===== src/rtl/alu_decode_stage_if.sv =====
// ID-to-EX bundle of the ALU decode stage: ID payload plus hazard controls in, EX register contents out.
// Valid_id qualifies the ID payload; there is no ready, Stall is the backpressure and the payload is held upstream while it is high.
interface alu_decode_stage_if;
    logic [31:0] Instruction_id;
    logic        Valid_id;
    logic [31:0] RsData_id;
    logic [31:0] RtData_id;
    logic        Stall;
    logic        Flush;

    logic [4:0]  ALUCode_ex;
    logic [31:0] A_ex;
    logic [31:0] B_ex;
    logic [31:0] RtData_ex;
    logic [4:0]  WriteReg_ex;
    logic        RegWrite_ex;
    logic        MemRead_ex;
    logic        MemWrite_ex;
    logic        Valid_ex;
    logic        Illegal_ex;

    modport master (
        output Instruction_id, Valid_id, RsData_id, RtData_id, Stall, Flush,
        input  ALUCode_ex, A_ex, B_ex, RtData_ex, WriteReg_ex,
        input  RegWrite_ex, MemRead_ex, MemWrite_ex, Valid_ex, Illegal_ex
    );

    modport slave (
        input  Instruction_id, Valid_id, RsData_id, RtData_id, Stall, Flush,
        output ALUCode_ex, A_ex, B_ex, RtData_ex, WriteReg_ex,
        output RegWrite_ex, MemRead_ex, MemWrite_ex, Valid_ex, Illegal_ex
    );
endinterface


===== src/rtl/alu_decode_stage.sv =====
// MIPS decode plus ID/EX register: turns an instruction and register-file data into ALU code, operands
// and writeback/memory control, with flush-over-stall priority and asynchronous active-low reset.
module alu_decode_stage (
    input  logic              clk,
    input  logic              rst_n,
    alu_decode_stage_if.slave bus
);

    typedef enum logic [4:0] {
        ALU_ADD  = 5'b00000, ALU_AND  = 5'b00001, ALU_XOR  = 5'b00010, ALU_OR   = 5'b00011,
        ALU_NOR  = 5'b00100, ALU_SUB  = 5'b00101, ALU_ANDI = 5'b00110, ALU_XORI = 5'b00111,
        ALU_ORI  = 5'b01000, ALU_JR   = 5'b01001, ALU_BEQ  = 5'b01010, ALU_BNE  = 5'b01011,
        ALU_BGEZ = 5'b01100, ALU_BGTZ = 5'b01101, ALU_BLEZ = 5'b01110, ALU_BLTZ = 5'b01111,
        ALU_SLL  = 5'b10000, ALU_SRL  = 5'b10001, ALU_SRA  = 5'b10010, ALU_SLT  = 5'b10011,
        ALU_SLTU = 5'b10100
    } alu_code_e;

    typedef struct packed {
        logic [4:0]  alu_code;
        logic [31:0] a;
        logic [31:0] b;
        logic [31:0] rt_data;
        logic [4:0]  write_reg;
        logic        reg_write;
        logic        mem_read;
        logic        mem_write;
        logic        valid;
        logic        illegal;
    } ex_t;

    // All-zero record doubles as the bubble and the reset value (ALUCode 00000 = add).
    localparam ex_t BUBBLE = '0;

    logic [5:0]  op, fn;
    logic [4:0]  rs, rt, rd, sh;
    logic [15:0] imm;
    logic [31:0] sext_imm, zext_imm;

    assign op       = bus.Instruction_id[31:26];
    assign rs       = bus.Instruction_id[25:21];
    assign rt       = bus.Instruction_id[20:16];
    assign rd       = bus.Instruction_id[15:11];
    assign sh       = bus.Instruction_id[10:6];
    assign fn       = bus.Instruction_id[5:0];
    assign imm      = bus.Instruction_id[15:0];
    assign sext_imm = {{16{imm[15]}}, imm};
    assign zext_imm = {16'b0, imm};

    alu_code_e   dec_alu;
    logic [31:0] dec_a, dec_b;
    logic        dec_write, dec_use_rd, dec_mem_read, dec_mem_write, dec_illegal;

    always_comb begin
        dec_alu       = ALU_ADD;
        dec_a         = bus.RsData_id;
        dec_b         = 32'd0;
        dec_write     = 1'b0;
        dec_use_rd    = 1'b0;
        dec_mem_read  = 1'b0;
        dec_mem_write = 1'b0;
        dec_illegal   = 1'b0;
        case (op)
            6'h00: begin
                dec_b      = bus.RtData_id;
                dec_write  = 1'b1;
                dec_use_rd = 1'b1;
                case (fn)
                    6'h20, 6'h21: dec_alu = ALU_ADD;
                    6'h22, 6'h23: dec_alu = ALU_SUB;
                    6'h24:        dec_alu = ALU_AND;
                    6'h25:        dec_alu = ALU_OR;
                    6'h26:        dec_alu = ALU_XOR;
                    6'h27:        dec_alu = ALU_NOR;
                    6'h2A:        dec_alu = ALU_SLT;
                    6'h2B:        dec_alu = ALU_SLTU;
                    6'h00: begin dec_alu = ALU_SLL; dec_a = {27'b0, sh}; end
                    6'h02: begin dec_alu = ALU_SRL; dec_a = {27'b0, sh}; end
                    6'h03: begin dec_alu = ALU_SRA; dec_a = {27'b0, sh}; end
                    6'h04: begin dec_alu = ALU_SLL; dec_a = {27'b0, bus.RsData_id[4:0]}; end
                    6'h06: begin dec_alu = ALU_SRL; dec_a = {27'b0, bus.RsData_id[4:0]}; end
                    6'h07: begin dec_alu = ALU_SRA; dec_a = {27'b0, bus.RsData_id[4:0]}; end
                    6'h08: begin dec_alu = ALU_JR; dec_b = 32'd0; dec_write = 1'b0; end
                    default: dec_illegal = 1'b1;
                endcase
            end
            6'h01: begin
                if (rt == 5'd1)      dec_alu = ALU_BGEZ;
                else if (rt == 5'd0) dec_alu = ALU_BLTZ;
                else                 dec_illegal = 1'b1;
            end
            6'h04: begin dec_alu = ALU_BEQ; dec_b = bus.RtData_id; end
            6'h05: begin dec_alu = ALU_BNE; dec_b = bus.RtData_id; end
            6'h06: dec_alu = ALU_BLEZ;
            6'h07: dec_alu = ALU_BGTZ;
            6'h08, 6'h09: begin dec_alu = ALU_ADD;  dec_b = sext_imm; dec_write = 1'b1; end
            6'h0A:        begin dec_alu = ALU_SLT;  dec_b = sext_imm; dec_write = 1'b1; end
            6'h0B:        begin dec_alu = ALU_SLTU; dec_b = sext_imm; dec_write = 1'b1; end
            6'h0C:        begin dec_alu = ALU_ANDI; dec_b = zext_imm; dec_write = 1'b1; end
            6'h0D:        begin dec_alu = ALU_ORI;  dec_b = zext_imm; dec_write = 1'b1; end
            6'h0E:        begin dec_alu = ALU_XORI; dec_b = zext_imm; dec_write = 1'b1; end
            6'h0F: begin
                // lui is executed as a shift of the zero-extended immediate left by 16.
                dec_alu   = ALU_SLL;
                dec_a     = 32'd16;
                dec_b     = zext_imm;
                dec_write = 1'b1;
            end
            6'h23: begin dec_alu = ALU_ADD; dec_b = sext_imm; dec_write = 1'b1; dec_mem_read = 1'b1; end
            6'h2B: begin dec_alu = ALU_ADD; dec_b = sext_imm; dec_mem_write = 1'b1; end
            default: dec_illegal = 1'b1;
        endcase
    end

    logic [4:0] dest;
    assign dest = dec_use_rd ? rd : rt;

    ex_t ex_d, ex_q;

    always_comb begin
        ex_d = BUBBLE;
        if (bus.Valid_id) begin
            ex_d.valid = 1'b1;
            if (dec_illegal) begin
                ex_d.illegal = 1'b1;
            end else begin
                ex_d.alu_code  = dec_alu;
                ex_d.a         = dec_a;
                ex_d.b         = dec_b;
                ex_d.rt_data   = bus.RtData_id;
                ex_d.reg_write = dec_write && (dest != 5'd0);
                ex_d.write_reg = (dec_write && (dest != 5'd0)) ? dest : 5'd0;
                ex_d.mem_read  = dec_mem_read;
                ex_d.mem_write = dec_mem_write;
            end
        end
    end

    always_ff @(posedge clk or negedge rst_n) begin
        if (!rst_n)          ex_q <= BUBBLE;
        else if (bus.Flush)  ex_q <= BUBBLE;
        else if (!bus.Stall) ex_q <= ex_d;
    end

    assign bus.ALUCode_ex  = ex_q.alu_code;
    assign bus.A_ex        = ex_q.a;
    assign bus.B_ex        = ex_q.b;
    assign bus.RtData_ex   = ex_q.rt_data;
    assign bus.WriteReg_ex = ex_q.write_reg;
    assign bus.RegWrite_ex = ex_q.reg_write;
    assign bus.MemRead_ex  = ex_q.mem_read;
    assign bus.MemWrite_ex = ex_q.mem_write;
    assign bus.Valid_ex    = ex_q.valid;
    assign bus.Illegal_ex  = ex_q.illegal;

endmodule


===== src/flat_wrapper.sv =====
// flat-port wrapper written by rule: the top's interface ports become plain ports
module alu_decode_stage_flat 
  (clk, rst_n, bus_Instruction_id, bus_Valid_id, bus_RsData_id, bus_RtData_id, bus_Stall, bus_Flush, bus_ALUCode_ex, bus_A_ex, bus_B_ex, bus_RtData_ex, bus_WriteReg_ex, bus_RegWrite_ex, bus_MemRead_ex, bus_MemWrite_ex, bus_Valid_ex, bus_Illegal_ex);
  alu_decode_stage_if bus_i ();
  input  logic clk;
  input  logic rst_n;
  input wire logic [$bits(bus_i.Instruction_id)-1:0] bus_Instruction_id;
  input wire logic [$bits(bus_i.Valid_id)-1:0] bus_Valid_id;
  input wire logic [$bits(bus_i.RsData_id)-1:0] bus_RsData_id;
  input wire logic [$bits(bus_i.RtData_id)-1:0] bus_RtData_id;
  input wire logic [$bits(bus_i.Stall)-1:0] bus_Stall;
  input wire logic [$bits(bus_i.Flush)-1:0] bus_Flush;
  output wire logic [$bits(bus_i.ALUCode_ex)-1:0] bus_ALUCode_ex;
  output wire logic [$bits(bus_i.A_ex)-1:0] bus_A_ex;
  output wire logic [$bits(bus_i.B_ex)-1:0] bus_B_ex;
  output wire logic [$bits(bus_i.RtData_ex)-1:0] bus_RtData_ex;
  output wire logic [$bits(bus_i.WriteReg_ex)-1:0] bus_WriteReg_ex;
  output wire logic [$bits(bus_i.RegWrite_ex)-1:0] bus_RegWrite_ex;
  output wire logic [$bits(bus_i.MemRead_ex)-1:0] bus_MemRead_ex;
  output wire logic [$bits(bus_i.MemWrite_ex)-1:0] bus_MemWrite_ex;
  output wire logic [$bits(bus_i.Valid_ex)-1:0] bus_Valid_ex;
  output wire logic [$bits(bus_i.Illegal_ex)-1:0] bus_Illegal_ex;
  assign bus_i.Instruction_id = bus_Instruction_id;
  assign bus_i.Valid_id = bus_Valid_id;
  assign bus_i.RsData_id = bus_RsData_id;
  assign bus_i.RtData_id = bus_RtData_id;
  assign bus_i.Stall = bus_Stall;
  assign bus_i.Flush = bus_Flush;
  assign bus_ALUCode_ex = bus_i.ALUCode_ex;
  assign bus_A_ex = bus_i.A_ex;
  assign bus_B_ex = bus_i.B_ex;
  assign bus_RtData_ex = bus_i.RtData_ex;
  assign bus_WriteReg_ex = bus_i.WriteReg_ex;
  assign bus_RegWrite_ex = bus_i.RegWrite_ex;
  assign bus_MemRead_ex = bus_i.MemRead_ex;
  assign bus_MemWrite_ex = bus_i.MemWrite_ex;
  assign bus_Valid_ex = bus_i.Valid_ex;
  assign bus_Illegal_ex = bus_i.Illegal_ex;
  alu_decode_stage u_core (.clk(clk), .rst_n(rst_n), .bus(bus_i));
endmodule

===== config.mk =====
export PLATFORM = sky130hd
export DESIGN_NAME = alu_decode_stage_flat
export DESIGN_NICKNAME = d
export VERILOG_FILES = /design/src/rtl/alu_decode_stage_if.sv /design/src/rtl/alu_decode_stage.sv /design/src/flat_wrapper.sv
export SDC_FILE = /design/constraint.sdc
export NUM_CORES = 1
export LEC_CHECK = 0
export ABC_CLOCK_PERIOD_IN_PS = 1050
export BUFFER_PORTS_ARGS = -buffer_cell sky130_fd_sc_hd__buf_2
export CAP_MARGIN = 20
export CORE_ASPECT_RATIO = 0.9
export CORE_MARGIN = 2
export CORE_UTILIZATION = 40
export DETAILED_ROUTE_END_ITERATION = 7
export GPL_ROUTABILITY_DRIVEN = 0
export PLACE_DENSITY = 0.69
export REMOVE_ABC_BUFFERS = 1
export SLEW_MARGIN = 25
export SYNTH_ARGS = -nofsm -noshare
export SYNTH_HDL_FRONTEND = slang
export SYNTH_SLANG_ARGS = --single-unit

===== constraint.sdc =====
create_clock -name clk -period 1.05 [get_ports clk]
set_clock_uncertainty 0.15 [all_clocks]
set_input_delay 0.105 -clock clk [delete_from_list [all_inputs] [get_ports clk]]
set_output_delay 0.105 -clock clk [all_outputs]
set_load 0.01 [all_outputs]

==> flow_metrics.py <==
metrics = {
    "status": {
        "run_status": "complete, but fails checks",
        "violations": "hold timing, setup timing",
    },
    "grt": {
        "wire_length_of_the_first_global_routing_pass_mm": 28.2,
        "initial_antenna_violation_count": 0,
        "grt_overflow": 0,
        "maximum_number_of_pins_on_one_net_before_global_route_repair": 36,
        "first_global_vias": 5535,
        "grt_use_total_pct": 27.7,
    },
    "placed_design": {
        "port_buffers": 206,
        "dp_hpwl_mm": 11.1,
        "cell_count_after_placement": 854,
    },
    "floorplanning": {
        "fp.dieArea_um2": 13200,
        "core.rowCount": 38,
        "chipHeight_um": 109,
        "ios": 212,
        "die-width_um": 121,
        "coreArea_um2": 12000,
        "floorplan.initialDensity_pct": 40.8,
    },
    "clock_tree": {
        "tritoncts_num_sinks": 111,
        "tritoncts.num_buffers": 9,
        "tritoncts": "done",
        "clkLatencyLatePin_ns": 0.35,
        "cts_buffer_depth": 2,
        "clockRootBuffer": "clkbuf_16",
        "cts_max_level": 3,
        "cts_hold_buf": 72,
        "cts.clk_slew.worst_paths_ns": 0.08,
    },
    "route": {
        "avgRoutedWirePerCell_um": 19.5,
        "routed_via_density": 5.50,
        "vias": 5716,
        "wirelength_mm": 20.2,
        "detail_route.drc_violations": 0,
        "antenna_violating_nets_post_route": 0,
        "drt_iter0_drc": 552,
        "firstDrtPassIters": 5,
    },
    "synthesis": {
        "syn_inst": 457,
        "ys_seq_elements": 111,
        "synth_warnings": 0,
        "synth-edff-count": 0,
        "synth_flop_cell": "dfrtp_1",
        "synth_xor_area_share_pct": 0.178,
        "yosys.cell_types.count": 49,
        "synth_simple_gate_area_share_pct": 11.1,
        "synth_top_family_by_area": "compound AO/OA/AOI/OAI gates",
        "synth-adder-area-share_pct": 0,
        "multiplexer_fraction_of_the_synthesized_cell_area_pct": 1.45,
        "ys_seq_area_share_pct": 56.6,
        "synth-async-reset-ratio_pct": 100,
        "synth_compound_gate_area_share_pct": 26.5,
        "post_synth.cell_area_avg_um2": 10.7,
        "synth.cell_area_um2": 4910,
    },
    "setup_path": {
        "worstPathArrival_ns": 1.81,
        "critical-path-max-stage-delay_ns": 0.45,
        "cp-end-kind": "flop",
        "worstPathCellList": "buf_6, or3b_4, or4_4, a22o_4, buf_16, a22oi_2, o21ai_1",
        "setup.worst_path.class": "in2reg",
        "critPathLaunchType": "input pin",
        "worstPathMaxFanout": 8,
        "crit_required_ns": 1.14,
        "worst_path_max_delay_cell": "or4_4",
    },
    "power_and_ir_drop": {
        "total_leakage_power_nw": 4.57,
        "ir_drop_mv": 0.672,
        "power_density_nw_per_um2": 1020,
    },
    "sta": {
        "unrepaired_setup_endpoints_after_global_routing": "yes",
        "postLayoutSetupSlackWorst_ns": -0.675,
        "layout_worst_path_cycle_share_pct": 164,
        "slew_violations": 0,
        "relSlewSlack_pct": 72.0,
        "whs_ns": -0.0482,
        "fmax_mhz": 580,
        "tightest_slew_ns": 0.416,
        "fin_crit_ns": 1.73,
        "finalSetupViolations": 221,
        "finalHoldViolations": 3,
    },
    "final_layout": {
        "nets": 976,
        "filler_cell_count": 772,
        "diode_count": 0,
        "layout.cells.most_common_list": "180 x buf_2, 136 x buf_4, 111 x dfrtp_1",
        "final_common_cell": "buf_2",
        "area.growth.synth_to_final_pct": 84.9,
        "fin_cells": 1040,
        "final_layout_size_suffix_gt1_share_pct": 53.1,
    },
    "job": {
        "maxcap_violations": 0,
    },
    "min_path": {
        "timing.hold.worst.class": "in2reg",
    },
}
-- state kept, by name, summed over array words and instances (netlist names) --
register                flops
u_core.bus.Illegal_ex       1
u_core.bus.WriteReg_ex      5
u_core.bus.RegWrite_ex      1
u_core.bus.Valid_ex         1
u_core.bus.RtData_ex       32
u_core.bus.MemRead_ex       1
u_core.bus.B_ex            32
u_core.bus.A_ex            32
u_core.bus.MemWrite_ex      1
u_core.bus.ALUCode_ex       5
-- kinds of logic after synthesis --
family	after synthesis
flops	111
compound gates	184
simple gates	113
mux	7
buf+inv	41
xor+xnor	1
-- where the power goes --
group          switching, mW  internal (mW)  total, mW
sequential            0.0257           4.31       4.34
combinational          0.752          0.773       1.53
clock                   1.68           1.71       3.39
-- synth_stat cells (all sizes together) (2+ instances only) --
master	n	area (µm²)
dfrtp	111	2780
nand2	64	240
a22o	61	534
o21ai	54	270
clkbuf	29	109
a21oi	24	120
a22oi	16	120
nor2	12	45.0
buf	9	85.1
mux2i	6	60.1
o31ai	6	45.0
nor2b	5	31.3
nor3	5	36.3
nand3	4	32.5
o32ai	4	35.0
or4	4	30.0
inv	3	11.3
nor4	3	18.8
or2	3	18.8
a221oi	2	17.5
a32o	2	20.0
a32oi	2	17.5
nand2b	2	12.5
nand4b	2	17.5
nor3b	2	15.0
o22a	2	17.5
or3	2	12.5
or3b	2	17.5
-- metal layers --
layer / vias up / share of wire [%] / routed length (µm) / global-route usage, %
met5: - / 0 / 0 / 0
met4: 0 / 2.6 / 535 / 9.63
met3: 46 / 6.9 / 1390 / 5.33
met2: 302 / 52 / 10500 / 49.3
met1: 2817 / 39 / 7810 / 33.8
li1: 2551 / - / - / -
-- critical path, delay by kind of cell --
kind | cells | cell delay (ns)
buffers and inverters | 2 | 0.26
and+or+nand+nor | 2 | 0.83
AOI/OAI and AO/OA | 3 | 0.60
-- final timing paths --
path                                          startpoint                        to  slack [ns]  cells past startpoint
max in group asynchronous                          rst_n   u_core.bus.RtData_ex[0]        0.22                      3
worst max-delay path               bus_Instruction_id[0]       u_core.bus.B_ex[14]       -0.68                      7
worst max register to register  u_core.bus.RtData_ex[23]  u_core.bus.RtData_ex[23]       -0.08                      3
min in group asynchronous                          rst_n       u_core.bus.B_ex[18]        0.02                      2
worst min register to register       u_core.bus.B_ex[17]       u_core.bus.B_ex[17]        0.34                      2
worst min-delay path                           bus_Stall       u_core.bus.Valid_ex       -0.05                      3
-- cell type report --
cell class / instances / area (µm²) / share of cell area (%)
repair buffers: 443 / 3470 / 38.2
flip-flops and latches: 111 / 2780 / 30.6
multi-input cells: 307 / 2330 / 25.7
clock buffers: 10 / 239 / 2.63
well taps: 160 / 200 / 2.20
clock inverters: 6 / 51.3 / 0.565
inverters: 3 / 11.3 / 0.124
-- repair_timing --
action	CTS	global route
gates cloned	5	3
resized for setup	122	41
pin swaps	26	35
setup buffers	51	42
hold endpoints to repair	211	2
setup endpoints to repair	221	221
-- per-stage QoR --
step	setup TNS (ns)	worst slack, ns	cell area, µm²	utilization (%)	total power, mW
3_5_place_dp	-123.44	-1.17	6620	55.0	5.44
6_report	-74.56	-0.675	9080	75.5	9.26
2_1_floorplan	-363.78	-3.37	4720	-	4.72
4_1_cts	-72.38	-0.651	8540	71.0	9.22
3_3_place_gp	-120.62	-1.15	6620	55.0	5.41
5_1_grt	-81.35	-0.681	9080	75.5	9.61
(Power assumes the default switching activity.)
